`src/rtl/mem_port_arbiter_if.sv`:
```
// One valid/ready request channel plus its in-order response channel.
// The same bundle describes a requester port and the shared memory port.
interface mem_port_arbiter_if #(
    parameter int RS_ID_WIDTH = 5
);
    logic                   valid;
    logic                   ready;
    logic [0:RS_ID_WIDTH-1] rs_id;
    logic [0:4]             reg_addr;
    logic [0:31]            address;
    logic [0:3]             write_en;
    logic [0:3]             read_en;
    logic [0:31]            write_data;

    logic                   resp_valid;
    logic                   resp_ready;
    logic [0:RS_ID_WIDTH-1] resp_rs_id;
    logic [0:4]             resp_reg_addr;
    logic [0:31]            resp_data;

    // master issues requests and consumes responses
    modport master (
        output valid, rs_id, reg_addr, address, write_en, read_en, write_data, resp_ready,
        input  ready, resp_valid, resp_rs_id, resp_reg_addr, resp_data
    );

    modport slave (
        input  valid, rs_id, reg_addr, address, write_en, read_en, write_data, resp_ready,
        output ready, resp_valid, resp_rs_id, resp_reg_addr, resp_data
    );
endinterface

```
`src/rtl/mem_port_arbiter.sv`:
```
// Two-requester arbiter for a single in-order memory port with response routing.
// Define MEM_ARB_FIXED_PRIORITY_EN for fixed priority (requester 0 wins); default is round-robin.
module mem_port_arbiter #(
    parameter int RS_ID_WIDTH = 5,
    parameter int DEPTH       = 4
) (
    input  logic               clk,
    input  logic               rst,
    mem_port_arbiter_if.slave  req0,
    mem_port_arbiter_if.slave  req1,
    mem_port_arbiter_if.master mem,
    output logic               busy
);
    localparam int PTR_W = (DEPTH > 1) ? $clog2(DEPTH) : 1;
    localparam int CNT_W = PTR_W + 1;

    typedef struct packed {
        logic [0:RS_ID_WIDTH-1] rs_id;
        logic [0:4]             reg_addr;
        logic [0:31]            address;
        logic [0:3]             write_en;
        logic [0:3]             read_en;
        logic [0:31]            write_data;
    } req_t;

    req_t [1:0]       req_fields;
    req_t             mem_fields;
    logic [1:0]       req_valid;
    logic [1:0]       req_ready;
    logic [1:0]       resp_ready;
    logic [1:0]       resp_valid;

    logic [PTR_W-1:0] head_q, head_d, tail_q, tail_d;
    logic [CNT_W-1:0] count_q, count_d;
    logic [DEPTH-1:0] order_q, order_d;
    logic             lock_q, lock_d;
    logic             lock_idx_q, lock_idx_d;
`ifndef MEM_ARB_FIXED_PRIORITY_EN
    logic             last_grant_q, last_grant_d;
`endif

    logic full, empty, grant_vld, grant_idx, accept, pop, head_idx;

    always_comb begin
        req_fields[0] = {req0.rs_id, req0.reg_addr, req0.address,
                         req0.write_en, req0.read_en, req0.write_data};
        req_fields[1] = {req1.rs_id, req1.reg_addr, req1.address,
                         req1.write_en, req1.read_en, req1.write_data};
        req_valid     = {req1.valid, req0.valid};
        resp_ready    = {req1.resp_ready, req0.resp_ready};
    end

    assign full  = (count_q == CNT_W'(DEPTH));
    assign empty = (count_q == '0);

    // A stalled grant stays locked so the memory sees a stable request.
    always_comb begin
        grant_vld = 1'b0;
        grant_idx = 1'b0;
        if (!rst && !full) begin
            if (lock_q) begin
                grant_idx = lock_idx_q;
                grant_vld = req_valid[lock_idx_q];
            end else if (req_valid[0] && req_valid[1]) begin
                grant_vld = 1'b1;
`ifdef MEM_ARB_FIXED_PRIORITY_EN
                grant_idx = 1'b0;
`else
                grant_idx = ~last_grant_q;
`endif
            end else if (req_valid[0]) begin
                grant_vld = 1'b1;
                grant_idx = 1'b0;
            end else if (req_valid[1]) begin
                grant_vld = 1'b1;
                grant_idx = 1'b1;
            end
        end
    end

    assign accept     = grant_vld & mem.ready;
    assign mem_fields = grant_vld ? req_fields[grant_idx] : '0;

    always_comb begin
        req_ready[0] = accept & (grant_idx == 1'b0);
        req_ready[1] = accept & (grant_idx == 1'b1);
    end

    assign mem.valid      = grant_vld;
    assign mem.rs_id      = mem_fields.rs_id;
    assign mem.reg_addr   = mem_fields.reg_addr;
    assign mem.address    = mem_fields.address;
    assign mem.write_en   = mem_fields.write_en;
    assign mem.read_en    = mem_fields.read_en;
    assign mem.write_data = mem_fields.write_data;
    assign req0.ready     = req_ready[0];
    assign req1.ready     = req_ready[1];

    // Responses with nothing outstanding are swallowed (ready=1, no resp_valid).
    assign head_idx       = order_q[head_q];
    assign mem.resp_ready = !rst && (empty || resp_ready[head_idx]);
    assign pop            = mem.resp_valid & mem.resp_ready & !empty;

    always_comb begin
        resp_valid[0] = !rst && mem.resp_valid && !empty && (head_idx == 1'b0);
        resp_valid[1] = !rst && mem.resp_valid && !empty && (head_idx == 1'b1);
    end

    assign req0.resp_valid    = resp_valid[0];
    assign req1.resp_valid    = resp_valid[1];
    assign req0.resp_rs_id    = mem.resp_rs_id;
    assign req1.resp_rs_id    = mem.resp_rs_id;
    assign req0.resp_reg_addr = mem.resp_reg_addr;
    assign req1.resp_reg_addr = mem.resp_reg_addr;
    assign req0.resp_data     = mem.resp_data;
    assign req1.resp_data     = mem.resp_data;

    assign busy = !rst && !empty;

    always_comb begin
        order_d = order_q;
        if (accept) order_d[tail_q] = grant_idx;
        tail_d     = tail_q + PTR_W'(accept);
        head_d     = head_q + PTR_W'(pop);
        count_d    = count_q + CNT_W'(accept) - CNT_W'(pop);
        lock_d     = grant_vld & ~mem.ready;
        lock_idx_d = grant_idx;
`ifndef MEM_ARB_FIXED_PRIORITY_EN
        last_grant_d = accept ? grant_idx : last_grant_q;
`endif
    end

    always_ff @(posedge clk) begin
        if (rst) begin
            head_q       <= '0;
            tail_q       <= '0;
            count_q      <= '0;
            order_q      <= '0;
            lock_q       <= 1'b0;
            lock_idx_q   <= 1'b0;
`ifndef MEM_ARB_FIXED_PRIORITY_EN
            last_grant_q <= 1'b1;
`endif
        end else begin
            head_q       <= head_d;
            tail_q       <= tail_d;
            count_q      <= count_d;
            order_q      <= order_d;
            lock_q       <= lock_d;
            lock_idx_q   <= lock_idx_d;
`ifndef MEM_ARB_FIXED_PRIORITY_EN
            last_grant_q <= last_grant_d;
`endif
        end
    end
endmodule

```
`src/flat_wrapper.sv`:
```
// flat-port wrapper written by rule: the top's interface ports become plain ports
module mem_port_arbiter_flat 
#(
    parameter int RS_ID_WIDTH = 5,
    parameter int DEPTH       = 4
)
  (clk, rst, busy, req0_valid, req0_rs_id, req0_reg_addr, req0_address, req0_write_en, req0_read_en, req0_write_data, req0_resp_ready, req0_ready, req0_resp_valid, req0_resp_rs_id, req0_resp_reg_addr, req0_resp_data, req1_valid, req1_rs_id, req1_reg_addr, req1_address, req1_write_en, req1_read_en, req1_write_data, req1_resp_ready, req1_ready, req1_resp_valid, req1_resp_rs_id, req1_resp_reg_addr, req1_resp_data, mem_valid, mem_rs_id, mem_reg_addr, mem_address, mem_write_en, mem_read_en, mem_write_data, mem_resp_ready, mem_ready, mem_resp_valid, mem_resp_rs_id, mem_resp_reg_addr, mem_resp_data);
  mem_port_arbiter_if #(.RS_ID_WIDTH(RS_ID_WIDTH)) req0_i ();
  mem_port_arbiter_if #(.RS_ID_WIDTH(RS_ID_WIDTH)) req1_i ();
  mem_port_arbiter_if #(.RS_ID_WIDTH(RS_ID_WIDTH)) mem_i ();
  input  logic clk;
  input  logic rst;
  output logic busy;
  input wire logic [$bits(req0_i.valid)-1:0] req0_valid;
  input wire logic [$bits(req0_i.rs_id)-1:0] req0_rs_id;
  input wire logic [$bits(req0_i.reg_addr)-1:0] req0_reg_addr;
  input wire logic [$bits(req0_i.address)-1:0] req0_address;
  input wire logic [$bits(req0_i.write_en)-1:0] req0_write_en;
  input wire logic [$bits(req0_i.read_en)-1:0] req0_read_en;
  input wire logic [$bits(req0_i.write_data)-1:0] req0_write_data;
  input wire logic [$bits(req0_i.resp_ready)-1:0] req0_resp_ready;
  output wire logic [$bits(req0_i.ready)-1:0] req0_ready;
  output wire logic [$bits(req0_i.resp_valid)-1:0] req0_resp_valid;
  output wire logic [$bits(req0_i.resp_rs_id)-1:0] req0_resp_rs_id;
  output wire logic [$bits(req0_i.resp_reg_addr)-1:0] req0_resp_reg_addr;
  output wire logic [$bits(req0_i.resp_data)-1:0] req0_resp_data;
  input wire logic [$bits(req1_i.valid)-1:0] req1_valid;
  input wire logic [$bits(req1_i.rs_id)-1:0] req1_rs_id;
  input wire logic [$bits(req1_i.reg_addr)-1:0] req1_reg_addr;
  input wire logic [$bits(req1_i.address)-1:0] req1_address;
  input wire logic [$bits(req1_i.write_en)-1:0] req1_write_en;
  input wire logic [$bits(req1_i.read_en)-1:0] req1_read_en;
  input wire logic [$bits(req1_i.write_data)-1:0] req1_write_data;
  input wire logic [$bits(req1_i.resp_ready)-1:0] req1_resp_ready;
  output wire logic [$bits(req1_i.ready)-1:0] req1_ready;
  output wire logic [$bits(req1_i.resp_valid)-1:0] req1_resp_valid;
  output wire logic [$bits(req1_i.resp_rs_id)-1:0] req1_resp_rs_id;
  output wire logic [$bits(req1_i.resp_reg_addr)-1:0] req1_resp_reg_addr;
  output wire logic [$bits(req1_i.resp_data)-1:0] req1_resp_data;
  output wire logic [$bits(mem_i.valid)-1:0] mem_valid;
  output wire logic [$bits(mem_i.rs_id)-1:0] mem_rs_id;
  output wire logic [$bits(mem_i.reg_addr)-1:0] mem_reg_addr;
  output wire logic [$bits(mem_i.address)-1:0] mem_address;
  output wire logic [$bits(mem_i.write_en)-1:0] mem_write_en;
  output wire logic [$bits(mem_i.read_en)-1:0] mem_read_en;
  output wire logic [$bits(mem_i.write_data)-1:0] mem_write_data;
  output wire logic [$bits(mem_i.resp_ready)-1:0] mem_resp_ready;
  input wire logic [$bits(mem_i.ready)-1:0] mem_ready;
  input wire logic [$bits(mem_i.resp_valid)-1:0] mem_resp_valid;
  input wire logic [$bits(mem_i.resp_rs_id)-1:0] mem_resp_rs_id;
  input wire logic [$bits(mem_i.resp_reg_addr)-1:0] mem_resp_reg_addr;
  input wire logic [$bits(mem_i.resp_data)-1:0] mem_resp_data;
  assign req0_i.valid = req0_valid;
  assign req0_i.rs_id = req0_rs_id;
  assign req0_i.reg_addr = req0_reg_addr;
  assign req0_i.address = req0_address;
  assign req0_i.write_en = req0_write_en;
  assign req0_i.read_en = req0_read_en;
  assign req0_i.write_data = req0_write_data;
  assign req0_i.resp_ready = req0_resp_ready;
  assign req0_ready = req0_i.ready;
  assign req0_resp_valid = req0_i.resp_valid;
  assign req0_resp_rs_id = req0_i.resp_rs_id;
  assign req0_resp_reg_addr = req0_i.resp_reg_addr;
  assign req0_resp_data = req0_i.resp_data;
  assign req1_i.valid = req1_valid;
  assign req1_i.rs_id = req1_rs_id;
  assign req1_i.reg_addr = req1_reg_addr;
  assign req1_i.address = req1_address;
  assign req1_i.write_en = req1_write_en;
  assign req1_i.read_en = req1_read_en;
  assign req1_i.write_data = req1_write_data;
  assign req1_i.resp_ready = req1_resp_ready;
  assign req1_ready = req1_i.ready;
  assign req1_resp_valid = req1_i.resp_valid;
  assign req1_resp_rs_id = req1_i.resp_rs_id;
  assign req1_resp_reg_addr = req1_i.resp_reg_addr;
  assign req1_resp_data = req1_i.resp_data;
  assign mem_valid = mem_i.valid;
  assign mem_rs_id = mem_i.rs_id;
  assign mem_reg_addr = mem_i.reg_addr;
  assign mem_address = mem_i.address;
  assign mem_write_en = mem_i.write_en;
  assign mem_read_en = mem_i.read_en;
  assign mem_write_data = mem_i.write_data;
  assign mem_resp_ready = mem_i.resp_ready;
  assign mem_i.ready = mem_ready;
  assign mem_i.resp_valid = mem_resp_valid;
  assign mem_i.resp_rs_id = mem_resp_rs_id;
  assign mem_i.resp_reg_addr = mem_resp_reg_addr;
  assign mem_i.resp_data = mem_resp_data;
  mem_port_arbiter #(.RS_ID_WIDTH(RS_ID_WIDTH), .DEPTH(DEPTH)) u_core (.clk(clk), .rst(rst), .req0(req0_i), .req1(req1_i), .mem(mem_i), .busy(busy));
endmodule
```
`config.mk`:
```
export PLATFORM = sky130hd
export DESIGN_NAME = mem_port_arbiter_flat
export DESIGN_NICKNAME = d
export VERILOG_FILES = /design/src/rtl/mem_port_arbiter_if.sv /design/src/rtl/mem_port_arbiter.sv /design/src/flat_wrapper.sv
export SDC_FILE = /design/constraint.sdc
export NUM_CORES = 1
export LEC_CHECK = 0
export ABC_CLOCK_PERIOD_IN_PS = 3400
export CORE_AREA = 2 2 152 154
export DETAILED_ROUTE_END_ITERATION = 12
export DIE_AREA = 0 0 154 156
export DONT_BUFFER_PORTS = 1
export MAX_ROUTING_LAYER = met4
export PLACE_DENSITY = 0.32
export SLEW_MARGIN = 20
export SYNTH_ARGS = -nofsm -noshare
export SYNTH_HDL_FRONTEND = slang
export SYNTH_SLANG_ARGS = --single-unit
export TNS_END_PERCENT = 50
```
`constraint.sdc`:
```
create_clock -name clk -period 3.4 [get_ports clk]
set_input_delay 0.34 -clock clk [delete_from_list [all_inputs] [get_ports clk]]
set_output_delay 0.34 -clock clk [all_outputs]
set_load 0.05 [all_outputs]
```
==> flow_summary.ini, run 1 <==
[outcome]
status = finished clean

[floorplan]
ioPinCount = 387
die_h_um = 156
core.rowCount = 55
core_sq_um = 22400
initial_core_util_pct = 12.6
die_w_um = 154
die_area_sq_um = 24000

[timing]
setup_tns_ns = 0
fin_worst_skew_ns = 0.00558
min_period_ns = 2.62
setup_viol = 0
slew_headroom_pct = 37.4
min_period_over_period_pct = 77.0
drv_slew = 0
worst_slew_pin_slew_ns = 0.937
hold_viol = 0
rsz0062_at_grt = false
clock.fmax_mhz = 382

[global_route]
antenna_found_initial = 2
grt_pass1_wl_mm = 17.0
grt_pass1_vias = 2834
grt_max_degree = 57
overflow = 0
grt_use_total_pct = 9.44

[logic_synthesis]
synthFlopType = dfxtp_1
synth_most_common_cell = a21oi_1
ys_warn_count = 0
synth_top_cell_area_share_pct = 22.3
yosysSeqAreaShare_pct = 9.93
post-synth-top-area-cell = buf_4
yosys-top-cells-count = 87 x a21oi_1, 84 x buf_4, 83 x nand3_1, 71 x o21ai_0, 26 x clkbuf_1
synth_cells = 461
synthArstFlopShare_pct = 0
synth.cell_area_sq_um = 2820
synth_cell_type_count = 37
synth_fp_nets = 678
synth-edff-count = 0
avgSynthCellArea_sq_um = 6.12
ys_seq_elements = 14
netlist_top_cells_area = buf_4 22%, a21oi_1 15%, nand3_1 15%

[placement]
numPortBuffers = 0
finalWeightedCongestion = 0.701
dp_hpwl_mm = 9.84

[cts]
cts_sinks = 14
cts-resized-gates = 0
holdBufCountCts = 0
clock_path_buffers = 2
cts_buffers = 3
cts-root-buf = clkbuf_16
postCtsSetupRepairBufs = 0
ctsHtreeMaxLevel = 1
cts_tree = done
clock_latency_ns = 0.25
clk_pin_slew_worst_paths_ns = 0.05

[routing]
vias_per_cell = 4.48
drt_iter0_drc = 226
routedWlPerCell_um = 17.5
dr_total_vias = 3211
drc = 0
ant_nets = 0
first_pass_iters = 5
drt_wl_total_mm = 12.5

[setup_path]
cp.required_ns = 3.54
cp_data_arrival_time_ns = 2.76
crit_type = flop to flop
critPathLaunchType = flop
crit_path_end_kind = flop
cp_max_fo = 7

[finish]
area_growth_pct = 15.0
drive_above_1_share_pct = 25.8
layout.core_utilization_pct = 14.5
nNetsFinal = 648

[power]
irDropWorstVdd_mv = 0.203
p_leak_nw = 1.16
power_density_nw_per_um2 = 588

[run]
cap_violations = 0

[worst_hold_path]
hold_path_class = input port to flop
==> cells in the final DEF (no fill, tap or decap), types with 2 or more instances in the layout <==
master and n:
inv_1 7, o21ai_0 71, nor3b_1 2, buf_4 93, clkbuf_16 3, a41o_1 4
a41oi_1 4, nor2b_1 4, buf_12 4, o21ai_1 13, nor2_1 8, nand2_1 4
nand3_1 82, or3_1 3, a21oi_1 87, ha_1 2, xnor2_1 3, dfxtp_1 14
==> path summary, 6_finish.rpt <==
kind                                    start                           end  slack [ns]  depth (start not counted)
setup / recovery  u_core.head_q[0]$_SDFF_PP0_  u_core.count_q[2]$_SDFF_PP0_        0.78                          9
hold / removal                            rst   u_core.head_q[0]$_SDFF_PP0_        0.15                          1
setup reg to reg  u_core.head_q[0]$_SDFF_PP0_  u_core.count_q[2]$_SDFF_PP0_        0.78                          9
hold reg to reg   u_core.head_q[1]$_SDFF_PP0_   u_core.head_q[1]$_SDFF_PP0_        0.51                          1
==> logic make-up after synthesis <==
family,count (synthesis),synth area share (%)
compound gates,186,35.0
xor+xnor,3,0.931
fa+ha+maj,3,1.60
buf+inv,139,30.5
flops,14,9.93
mux,3,1.64
simple gates,113,20.4
==> flip-flops by register name, indices dropped and copies added, names as in the netlist <==
signal               count
u_core.tail_q            2
u_core.head_q            2
u_core.last_grant_q      1
u_core.order_q           4
u_core.lock_idx_q        1
u_core.count_q           3
u_core.lock_q            1
==> per-layer routing <==
layer | part of all wire, % | up-vias | GRT usage, %
met5 | 0 | - | -
met3 | 8.2 | 20 | 2.25
li1 | - | 1498 | -
met2 | 49 | 197 | 16.1
met1 | 42 | 1496 | 11.5
met4 | 1.2 | 0 | 1.60
==> power breakdown <==
group          total, W  internal [W]  switching, W
registers      0.000206      0.000187     0.0000188
logic           0.00146      0.000385       0.00107
clock network  0.000249      0.000178     0.0000705
total           0.00191      0.000751       0.00116
==> worst max-delay path, stage by stage (launching register included) <==
cell,delay (ns)
dfxtp_1,0.38
mux4_2,0.56
mux2i_2,0.35
or3_1,0.20
nand2_1,0.07
ha_1,0.19
fa_1,0.37
xnor2_1,0.19
xnor2_1,0.14
nor2_1,0.05
==> stage by stage <==
| step | hold slack [ns] | total power (W) | worst slack [ns] | instance area (sq um) | std cells |
|---|---|---|---|---|---|
| floorplan | 0.412 | 0.00153 | 0.957 | 2820 | 461 |
| global route | 0.139 | 0.00202 | 0.619 | 3250 | 716 |
| global placement | 0.408 | 0.00169 | 0.800 | 3160 | 711 |
| CTS | 0.145 | 0.00193 | 0.776 | 3240 | 715 |
| detailed placement | 0.406 | 0.00168 | 0.786 | 3160 | 711 |
| finish | 0.152 | 0.00191 | 0.783 | 3250 | 716 |
==> area by class of cell <==
class	instances	area (sq um)
tap	285	357
inverter	7	26.3
sequential	14	280
antenna	1	2.50
multi-input combinational	308	1710
clock buffer	4	88.8
fill	2568	19100
timing repair buffer	97	778
No activity file was read; power rests on OpenSTA's default activity.
==> inputs of run 2 (changes only) <==
--- a/config.mk
+++ b/config.mk
@@ -5,13 +5,13 @@
 export SDC_FILE = /design/constraint.sdc
 export NUM_CORES = 1
 export LEC_CHECK = 0
-export ABC_CLOCK_PERIOD_IN_PS = 3400
+export ABC_CLOCK_PERIOD_IN_PS = 2310
 export CORE_AREA = 2 2 152 154
 export DETAILED_ROUTE_END_ITERATION = 12
 export DIE_AREA = 0 0 154 156
 export DONT_BUFFER_PORTS = 1
 export MAX_ROUTING_LAYER = met4
-export PLACE_DENSITY = 0.32
+export PLACE_DENSITY = 0.33
 export SLEW_MARGIN = 20
 export SYNTH_ARGS = -nofsm -noshare
 export SYNTH_HDL_FRONTEND = slang
==> constraint.sdc (replaced) <==
create_clock -name clk -period 2.31 [get_ports clk]
set_input_delay 0.231 -clock clk [delete_from_list [all_inputs] [get_ports clk]]
set_output_delay 0.231 -clock clk [all_outputs]
set_load 0.05 [all_outputs]
==> flow_summary.ini, run 2 (synthesis gave the netlist of run 1 again) <==
[outcome]
status = complete, but fails checks
failed_checks = negative setup slack

[routing]
ant_nets = 0
vias_per_cell = 4.51
drt_iter0_drc = 234
drt_wl_total_mm = 14.0
first_pass_iters = 4
routedWlPerCell_um = 19.1
dr_total_vias = 3296
drc = 0

[power]
irDropWorstVdd_mv = 0.300
p_leak_nw = 1.31
power_w = 0.00308
power_density_nw_per_um2 = 861

[global_route]
grt_use_total_pct = 9.99
grt_max_degree = 72
antenna_found_initial = 2
grt_pass1_vias = 3022
overflow = 0
grt_pass1_wl_mm = 18.2

[timing]
drv_slew = 0
hold_viol = 0
worst_slew_pin_slew_ns = 0.490
rsz0062_at_grt = true
setup_tns_ns = -0.0248
fin_worst_skew_ns = 0.00565
hold_slack_ns = 0.0398
clock.fmax_mhz = 428
slew_headroom_pct = 67.6
setup_viol = 1
min_period_over_period_pct = 101
min_period_ns = 2.33
finalWorstSetupSlack_ns = -0.0248

[cts]
cts-root-buf = clkbuf_16
cts_tree = done
cts_buffers = 3
clock_latency_ns = 0.25
cts_sinks = 14
ctsHtreeMaxLevel = 1
clock_path_buffers = 2
clk_pin_slew_worst_paths_ns = 0.05

[setup_path]
critPathLaunchType = flop
cp_max_fo = 3
crit_path_max_incr_delay_ns = 0.55
ff2ff_setup_slack_ns = -0.02
critPathSlowestCell = mux4_2
cp.required_ns = 2.44
crit_path_end_kind = flop
cp_data_arrival_time_ns = 2.47
crit_type = flop to flop
crit_chain = mux4_2, mux2i_4, or3_4, nand2_4, ha_4, fa_2, nor2b_1

[finish]
nNetsFinal = 664
layout_common_cells = 97 x buf_4, 82 x nand3_1, 82 x a21oi_1, 70 x o21ai_0, 13 x o21ai_1
multiInputGateArea_sq_um = 1790
area_growth_pct = 26.8
drive_above_1_share_pct = 31.8
fill_cells = 2590
layout.core_utilization_pct = 16.0
ff_latch_area_sq_um = 284
largest_register = u_core.order_q
reg_top3 = u_core.order_q: 4 flops, u_core.count_q: 3 flops
largest_register_ffs = 4
final_common_cell = buf_4
diodes = 0
fin_area_sq_um = 3580

[floorplan]
ioPinCount = 387
core_sq_um = 22400
initial_core_util_pct = 12.6
die_w_um = 154
die_area_sq_um = 24000
die_h_um = 156
core.rowCount = 55

[placement]
finalWeightedCongestion = 0.699
dpl_cell_area_sq_um = 3290
dp_hpwl_mm = 10.1
numPortBuffers = 0

[run]
cap_violations = 0

[worst_hold_path]
hold_path_class = input port to flop
[run 2: through the flow]
stage,setup slack [ns],std cells
CTS,-0.0524,726
finish,-0.0248,731
global placement,-0.0715,720
global route,-0.0711,731
detailed placement,-0.0974,720
floorplan,-0.0676,461
[run 2: worst paths after layout]
kind | from | depth (start not counted) | end
setup / recovery | u_core.head_q[0]$_SDFF_PP0_ | 7 | u_core.count_q[1]$_SDFF_PP0_
hold / removal | mem_ready | 1 | u_core.lock_q$_SDFF_PP0_
setup reg to reg | u_core.head_q[0]$_SDFF_PP0_ | 7 | u_core.count_q[1]$_SDFF_PP0_
hold reg to reg | u_core.head_q[1]$_SDFF_PP0_ | 1 | u_core.head_q[1]$_SDFF_PP0_
[run 2: area by class of cell]
type	instances	area share (%)
Tap cell	285	9.97
Timing Repair Buffer	113	28.8
Clock buffer	4	2.48
Sequential cell	14	7.94
Inverter	7	0.734
Multi-Input combinational cell	308	50.1
[run 2: routing by layer]
| metal | vias to the layer above | global-route usage [%] | wire [um] |
|---|---|---|---|
| met5 | - | - | 0 |
| met4 | 0 | 1.51 | 239 |
| met3 | 31 | 2.64 | 1260 |
| met2 | 229 | 17.4 | 7020 |
| met1 | 1505 | 11.8 | 5470 |
| li1 | 1531 | - | - |
[run 2: critical path, delay by kind of cell (launching register included)]
kind | cells | cell delay, ns
mux | 2 | 0.77
simple gates | 3 | 0.58
fa+ha+maj | 2 | 0.54
flops | 1 | 0.33
[run 2: report_power, final]
group,internal (W),total (W),switching [W]
clock network,0.000263,0.000369,0.000106
logic,0.000745,0.00241,0.00166
registers,0.000277,0.000308,0.0000312
total,0.00128,0.00308,0.00180
[run 2: repair_timing]
action / CTS / global route
pin swaps: 2 / 3
hold buffers: 0 / 0
setup buffers: 1 / 3
endpoints found under the setup margin: 27 / 22
gates resized for setup: 8 / 16
cloned: 1 / 2
